## config.mk

```make
export PLATFORM = sky130hd
export DESIGN_NAME = cgp_gene_mutator
export DESIGN_NICKNAME = d
export VERILOG_FILES = /design/src/rtl/cgp_gene_mutator_pkg.sv /design/src/rtl/cgp_gene_mutator_lfsr.sv /design/src/rtl/cgp_gene_mutator.sv
export SDC_FILE = /design/constraint.sdc
export NUM_CORES = 1
export LEC_CHECK = 0
export CAP_MARGIN = 20
export CORE_MARGIN = 2
export CORE_UTILIZATION = 45
export DETAILED_ROUTE_END_ITERATION = 6
export PLACE_DENSITY_LB_ADDON = 0.05
export SYNTH_ARGS = -nofsm -noshare
export SYNTH_HDL_FRONTEND = slang
export SYNTH_SLANG_ARGS = --single-unit
```

## constraint.sdc

```tcl
create_clock -name clk -period 2.82 [get_ports clk]
set_input_delay 0.564 -clock clk [delete_from_list [all_inputs] [get_ports clk]]
set_output_delay 0.564 -clock clk [all_outputs]
set_load 0.05 [all_outputs]
```

## src/rtl/cgp_gene_mutator_pkg.sv

```systemverilog
// cgp_pkg: shared gene layout helper, field codes, LFSR constants and mutator states
package cgp_pkg;

    localparam logic [15:0] LFSR_TAPS         = 16'hB400;
    localparam logic [15:0] LFSR_DEFAULT_SEED = 16'hACE1;

    localparam logic [1:0] FIELD_SEL0 = 2'd0;
    localparam logic [1:0] FIELD_SEL1 = 2'd1;
    localparam logic [1:0] FIELD_FUNC = 2'd2;

    typedef enum logic [1:0] {IDLE, PICK, APPLY, DONE} state_e;

    function automatic int gene_w(input int sel_bit, input int func_bit);
        return 2 * sel_bit + func_bit;
    endfunction

endpackage

```

## src/rtl/cgp_gene_mutator_lfsr.sv

```systemverilog
// cgp_lfsr16: 16-bit Galois LFSR with enable and zero-safe load, shared by CGP random sources
module cgp_lfsr16
    import cgp_pkg::*;
#(
    parameter logic [15:0] SEED = LFSR_DEFAULT_SEED
) (
    input  logic        clk,
    input  logic        rst,
    input  logic        en_i,
    input  logic        load_i,
    input  logic [15:0] load_val_i,
    output logic [15:0] q_o
);

    logic [15:0] lfsr_q, lfsr_d;

    assign lfsr_d = load_i ? ((load_val_i == 16'h0) ? LFSR_DEFAULT_SEED : load_val_i)
                  : en_i   ? ({1'b0, lfsr_q[15:1]} ^ (lfsr_q[0] ? LFSR_TAPS : 16'h0))
                  : lfsr_q;
    assign q_o = lfsr_q;

    // state register; an all-zero load is replaced so the sequence never locks up
    always_ff @(posedge clk) begin
        if (!rst) lfsr_q <= SEED;
        else      lfsr_q <= lfsr_d;
    end

endmodule

```

## src/rtl/cgp_gene_mutator.sv

```systemverilog
// cgp_gene_mutator: copies a parent chromosome and rewrites MUT_COUNT legal genes; CGP_MUT_FORCE_CHANGE_EN rejects no-op writes
module cgp_gene_mutator
    import cgp_pkg::*;
#(
    parameter int          NODE_COUNT = 8,
    parameter int          CHOICES    = 9,
    parameter int          SEL_BIT    = 4,
    parameter int          FUNC_BIT   = 2,
    parameter int          FUNC_COUNT = 4,
    parameter int          MUT_COUNT  = 2,
    parameter logic [15:0] LFSR_SEED  = 16'hACE1,
    localparam int         GENE_W     = gene_w(SEL_BIT, FUNC_BIT)
) (
    input  logic                         clk,
    input  logic                         rst,
    input  logic                         start,
    input  logic [NODE_COUNT*GENE_W-1:0] parent,
    input  logic                         seed_load,
    input  logic [15:0]                  seed,
    output logic                         busy,
    output logic                         done,
    output logic [NODE_COUNT*GENE_W-1:0] child
);

    localparam int IDX_W = (NODE_COUNT > 1) ? $clog2(NODE_COUNT) : 1;

    state_e                       state_q, state_d;
    logic [3:0]                   cnt_q, cnt_d;
    logic [NODE_COUNT*GENE_W-1:0] child_q, child_d;
    logic [IDX_W-1:0]             idx_q, idx_d;
    logic [1:0]                   field_q, field_d;
    logic [SEL_BIT-1:0]           val_q, val_d;
    logic [15:0]                  lfsr;
    logic [IDX_W-1:0]             cand_idx;
    logic [1:0]                   cand_field;
    logic [SEL_BIT-1:0]           cand_val, wr_val;
    logic                         cand_legal, cand_ok;
    logic                         unused_lfsr;

    cgp_lfsr16 #(.SEED(LFSR_SEED)) u_lfsr (
        .clk       (clk),
        .rst       (rst),
        .en_i      (state_q == PICK),
        .load_i    (seed_load && state_q == IDLE),
        .load_val_i(seed),
        .q_o       (lfsr)
    );

    assign unused_lfsr = ^lfsr;
    assign cand_idx    = lfsr[IDX_W-1:0];
    assign cand_field  = lfsr[IDX_W+1:IDX_W];
    assign cand_val    = lfsr[15 -: SEL_BIT];
    assign wr_val      = (cand_field == FIELD_FUNC) ? SEL_BIT'(cand_val[FUNC_BIT-1:0]) : cand_val;
    assign cand_legal  = (32'(cand_idx) < NODE_COUNT) && (cand_field != 2'd3)
                      && ((cand_field == FIELD_FUNC) ? (32'(wr_val) < FUNC_COUNT) : (32'(cand_val) < CHOICES));

`ifdef CGP_MUT_FORCE_CHANGE_EN
    logic [GENE_W-1:0]  cur_gene;
    logic [SEL_BIT-1:0] cur_val;
    assign cur_gene = GENE_W'(child_q >> (32'(cand_idx) * GENE_W));
    assign cur_val  = (cand_field == FIELD_SEL0) ? cur_gene[SEL_BIT-1:0]
                    : (cand_field == FIELD_SEL1) ? cur_gene[2*SEL_BIT-1:SEL_BIT]
                    : SEL_BIT'(cur_gene[GENE_W-1 -: FUNC_BIT]);
    assign cand_ok  = cand_legal && (wr_val != cur_val);
`else
    assign cand_ok  = cand_legal;
`endif

    assign busy  = (state_q == PICK) || (state_q == APPLY);
    assign done  = (state_q == DONE);
    assign child = child_q;

    // state and datapath registers; reset discards any partially built child
    always_ff @(posedge clk) begin
        if (!rst) begin
            state_q <= IDLE;
            cnt_q   <= '0;
            child_q <= '0;
            idx_q   <= '0;
            field_q <= '0;
            val_q   <= '0;
        end else begin
            state_q <= state_d;
            cnt_q   <= cnt_d;
            child_q <= child_d;
            idx_q   <= idx_d;
            field_q <= field_d;
            val_q   <= val_d;
        end
    end

    // next state: copy parent, draw candidates until one is legal, write it, repeat MUT_COUNT times
    always_comb begin
        state_d = state_q;
        cnt_d   = cnt_q;
        child_d = child_q;
        idx_d   = idx_q;
        field_d = field_q;
        val_d   = val_q;
        case (state_q)
            IDLE: if (start) begin
                child_d = parent;
                cnt_d   = '0;
                state_d = PICK;
            end
            PICK: if (cand_ok) begin
                idx_d   = cand_idx;
                field_d = cand_field;
                val_d   = wr_val;
                state_d = APPLY;
            end
            APPLY: begin
                for (int i = 0; i < NODE_COUNT; i++) begin
                    if (idx_q == IDX_W'(i)) begin
                        if (field_q == FIELD_SEL0)      child_d[i*GENE_W +: SEL_BIT] = val_q;
                        else if (field_q == FIELD_SEL1) child_d[i*GENE_W+SEL_BIT +: SEL_BIT] = val_q;
                        else                            child_d[i*GENE_W+2*SEL_BIT +: FUNC_BIT] = val_q[FUNC_BIT-1:0];
                    end
                end
                cnt_d   = cnt_q + 4'd1;
                state_d = (cnt_q == 4'(MUT_COUNT - 1)) ? DONE : PICK;
            end
            default: state_d = IDLE;
        endcase
    end

endmodule

```

## Word level (Yosys, flattened, before mapping)

Cells that the tools add are included.

- $add $sub $neg: 1
- Equality and inequality tests: 28
- Reductions and logical operators: 36
- Mux-type cells: 26
- Order comparisons: 2
- Bitwise gates (word level): 1

Operators with widths:

| operator | number |
|---|---|
| $pmux 80 s2 | 1 |
| $mux 10 | 8 |
| $mux 80 | 1 |
| $reduce_and 5->1 | 16 |
| $mux 16 | 4 |
| $reduce_and 4->1 | 8 |
| $ne 2x1->1 const B | 10 |
| $logic_not 16->1 | 1 |
| $mux 4 | 4 |
| $xor 15x16->16 | 1 |
| $eq 3x3->1 const B | 4 |
| $ne 2x2->1 const B | 5 |
| $mux 2 | 4 |
| $pmux 4 s2 | 1 |
| $eq 2x2->1 const B | 3 |
| $eq 3x2->1 const B | 2 |
| $mux 6 | 1 |
| $pmux 2 s3 | 1 |
| $reduce_and 2->1 | 3 |
| $add 4x1->4 const B | 1 |
| $eq 2x1->1 const B | 2 |
| $eq 4x1->1 const B | 1 |
| $logic_not 2->1 | 2 |
| $lt 4x3->1 const B | 1 |
| 7 further kinds | 9 |

- Output and inout port bits: 82
- Register bits: 111
- Word-level logic and storage cells: 124

## Depth between registers and ports, before layout

Gate-level depths: netlist (run 1).

- Word-level depth: 7
- Mapped depth: 9

## Modules after synthesis

Synthesis (run 1) repeated with hierarchy kept, for this count alone.

- Cell total of the unflattened synthesis: 585
- Area, all modules: 5412.7 µm²

Modules (own cells, without submodules):

| module | cells each | area each (µm²) | sequential area each (µm²) | times used |
|---|---|---|---|---|
| cgp_gene_mutator | 490 | 4528.1 | 1901.8 | 1 |
| cgp_lfsr16 | 95 | 884.6 | 320.3 | 1 |

## Least setup slack after synthesis (run 1)

Ideal clock, no wire load.

- Kind: register to register
- Start point: register state_q[0]
- End point: register child_q[33], in the netlist child[33]
- Data arrival time: 1.865 ns
- Stages on the path, launching flop included: 8
- Required time: 2.729 ns
- Slack: 0.864 ns
- Cell sequence: dfxtp_1 -> inv_1 -> ha_1 -> buf_2 -> o21a_1 -> a211oi_2 -> nor2_1 -> a311oi_1

- Word-level cells in the longest chain between the ends: 3
- Elaborated cells between the ends (all ways): 8

Ends and longest elaborated chain:

| element | line | source |
|---|---|---|
| start, declared | cgp_gene_mutator.sv:27 | `state_e state_q, state_d;` |
| start signal, assigned | cgp_gene_mutator.sv:83 | `state_q <= state_d;` |
| $eq 2x2->1 / $logic_not 2->1 (equally long branches) | cgp_gene_mutator.sv:100 | `case (state_q)` |
| $ne 2x1->1 (no source line), or another cell as far along | n/a |  |
| $reduce_and 4->1 (no source line) | n/a |  |
| end signal, assigned | cgp_gene_mutator.sv:85 | `child_q <= child_d;` |
| end, declared | cgp_gene_mutator.sv:29 | `logic [NODE_COUNT*GENE_W-1:0] child_q, child_d;` |

Several ways; a longest one is shown, not always the timed one.
A chain may end at the register's enable or synchronous reset.

## Worst setup path in the final report (run 1)

- Start point: register state_q[0]
- End point: output port busy

- Word-level cells in the longest chain between the ends: 2
- Elaborated cells between the ends (all ways): 3

Ends and longest elaborated chain:

| element | line | source |
|---|---|---|
| $eq 2x1->1 / $eq 2x2->1 (equally long branches) | cgp_gene_mutator.sv:69 | `assign busy = (state_q == PICK) \|\| (state_q == APPLY);` |
| $logic_or 1x1->1 (*) | cgp_gene_mutator.sv:69 |  |
| end, declared | cgp_gene_mutator.sv:20 | `output logic busy,` |

Every way passes the cells marked *; elsewhere a longest branch is shown, timed or not.

==> reports/results.ini, run 1 <==
[clock_tree]
clk_pin_slew_ns=0.07
htreeDepth=3
cts_tree=yes
post_cts_buffers=0
clockRootBuffer=clkbuf_16
hold_buffers=0
clk_latency_ns=0.35
ctsResizeCount=0
cts_buffers=9
cts_buffer_depth=2
clock_sinks=111

[timing]
finalCriticalPeriod_ns=2.58
rsz0062_at_grt=false
fmax_ghz=0.387
relSlewSlack_pct=43.0
post-route-period-util_pct=91.5
setup_viol=0
tightest_slew_ns=0.851
hold_violations=0
tns_ns=0
drv_slew=0
clock_skew_ns=0.00539
worst_slack_ns=0.239

[pwr]
p_sw_mw=2.17
total_power_mw=5.64
p_clk_share_pct=22.8
pwr-share-seq_pct=35.7
p_int_mw=3.47
switching_share_pct=38.5
power_density_mw_per_mm2=741
p_comb_share_pct=41.5
ir_drop_uv=354
p_leak_nw=3.25

[placement]
place_hpwl_um=11300
place_congestion=0.800
io_buffer_count=181
place_ws_ns=0.465

[floorplanning]
rows=39
start_util_pct=46.6
io_pins=182
die_y_um=113
die_w_um=113
core_mm2=0.0116
dieArea_mm2=0.0129

[critical_path]
worstRegToRegCells=8
startpoint_type=flop
critPathKind=reg -> out
crit_required_ns=2.26
r2r_end=child[26]$_SDFFE_PN0P_
r2r_setup_slack_ns=0.53
r2r_start=state_q[0]$_SDFFE_PN0P_
cp-end-kind=output pin
critPathArrivalTime_ns=2.02
cp_max_fo=7

[worst_hold_path]
hold_path_end=child[9]$_SDFFE_PN0P_
min_path_cells=2
min_path_type=reg -> reg
min_from=child[9]$_SDFFE_PN0P_

[synth]
synth_top_area_share_pct=41.2
synthCells=590
synth-seq-cells=111
syn_avg_cell_area_um2=9.14
synth_top_area_cell=dfxtp_1
synthesis.area_mm2=0.00539
yosys_warnings=0
async_flop_share_pct=0
synth_edf_count=0
synthFlopType=dfxtp_1
ys_types=49
synth_nets=697
synth_area_leaders=dfxtp_1 41%, o211a_1 8.2%, mux2i_1 5.8%
ys_seq_area_share_pct=41.2

[finish]
seq_area_mm2=0.00222
n_antenna_cell=0
synthToLayoutAreaGrowth_pct=41.2
final_cell_mix=180 x clkdlybuf4s50_1, 111 x dfxtp_1, 59 x nand2_1
nFillCells=959
multiInputGateArea_mm2=0.00287
layout_commonest_cell=clkdlybuf4s50_1
drive_above_1_share_pct=5.72
num-nets-final=855

[status]
outcome=completed

[grt]
grt_usage_pct=24.1
grt_pass1_vias=4817
grt_pass1_wl_um=24900
antenna_found_initial=0
grt_overflow=0
grt_max_degree=65

[drt]
dr_total_vias=4961
postRouteAntennaNets=0
wl_um=15700
viasPerCell=5.54
routedWlPerCell_um=17.6
first_iter_violations=328
drc=0
first_pass_iters=5

[run]
max_cap_violations=0

-- worst max path at each step --
stage / startpoint / endpoint / cells past startpoint
after floorplan: state_q[0]$_SDFFE_PN0P_ / child[33]$_SDFFE_PN0P_ / 7
after global placement: start / child[67]$_SDFFE_PN0P_ / 7
after detailed placement: start / child[47]$_SDFFE_PN0P_ / 7
after CTS: state_q[0]$_SDFFE_PN0P_ / busy / 3
after global routing: state_q[0]$_SDFFE_PN0P_ / busy / 3
final: state_q[0]$_SDFFE_PN0P_ / busy / 3
-- logic make-up after synthesis --
kind of cell             count (synthesis)  synth area share, %
buffers and inverters                   76                 5.73
AO/OA/AOI/OAI                          169                 26.3
flip-flops                             111                 41.2
AND/OR/NAND/NOR                        192                 18.5
multiplexers                            32                 6.17
adder cells (fa/ha/maj)                  7                 1.62
XOR/XNOR                                 3                0.487
-- stage by stage --
stage | area (um2) | hold WS (ns) | util, % | instances
3_5_place_dp | 7310 | 0.455 | 63.2 | 880
2_1_floorplan | 5390 | 0.448 | - | 590
4_1_cts | 7610 | 0.464 | 65.8 | 895
5_1_grt | 7610 | 0.485 | 65.8 | 895
3_3_place_gp | 7310 | 0.445 | 63.2 | 880
6_report | 7610 | 0.460 | 65.8 | 895
-- worst max-delay path, cell delays in order, from the launching register on --
cell             delay [ns]
dfxtp_1                0.45
inv_1                  0.13
ha_1                   0.30
clkdlybuf4s50_1        0.79
-- state kept, by name (all words and copies together) (netlist names) --
signal / cells
child: 80
u_lfsr.q_o: 16
cnt_q: 4
val_q: 4
idx_q: 3
field_q: 2
state_q: 2
-- synth_stat cells, types with 2 or more instances --
cell and n:
a211oi_2 3, a211oi_4 5, a21oi_1 22, a2bb2oi_1 8, a311oi_1 33, and2_1 9
buf_1 2, buf_2 11, clkbuf_1 31, clkbuf_2 2, dfxtp_1 111, ha_1 7
inv_1 28, mux2i_1 31, nand2_1 59, nand2b_1 48, nand3_1 34, nand3b_1 4
nand4_1 2, nor2_1 16, nor2b_1 3, nor3_1 2, nor4_1 4, o2111ai_1 16
o211a_1 44, o211ai_1 3, o21ai_0 24, o21ai_1 2, or3_1 2, or3b_1 3
xnor2_1 3
-- power groups by stage --
stage | Sequential (mW) | Clock, mW | Combinational [mW]
2_1_floorplan | 2.73 | 0 | 0.863
3_3_place_gp | 2.04 | 0 | 2.31
3_5_place_dp | 2.04 | 0 | 2.34
4_1_cts | 2.01 | 1.31 | 2.35
5_1_grt | 2.05 | 1.37 | 2.48
6_report | 2.01 | 1.29 | 2.34
-- metal layers --
metal | global-route usage [%] | share of wire, % | vias to the layer above
li1 | - | - | 2474
met1 | 31.9 | 45 | 2316
met2 | 39.9 | 47 | 159
met3 | 4.94 | 6.6 | 12
met4 | 7.32 | 1.1 | 0
met5 | 0 | 0 | -
-- cell type report --
| type | count | share of cell area, % |
|---|---|---|
| clock buffer | 12 | 3.37 |
| clock inverter | 3 | 0.559 |
| inverter | 29 | 1.43 |
| multi-input combinational | 403 | 37.7 |
| sequential | 111 | 29.2 |
| tap | 143 | 2.35 |
| timing repair buffer | 194 | 25.3 |
Note: power is estimated with default switching activity, not from simulation.
==> run 2: changes to the inputs <==
--- a/config.mk
+++ b/config.mk
@@ -9,7 +9,9 @@
 export CORE_MARGIN = 2
 export CORE_UTILIZATION = 45
 export DETAILED_ROUTE_END_ITERATION = 6
+export GPL_ROUTABILITY_DRIVEN = 0
 export PLACE_DENSITY_LB_ADDON = 0.05
+export SKIP_CTS_REPAIR_TIMING = 1
 export SYNTH_ARGS = -nofsm -noshare
 export SYNTH_HDL_FRONTEND = slang
 export SYNTH_SLANG_ARGS = --single-unit
==> results of run 2 <==
No change in the layout: final DEF, timing and power equal those of run 1.
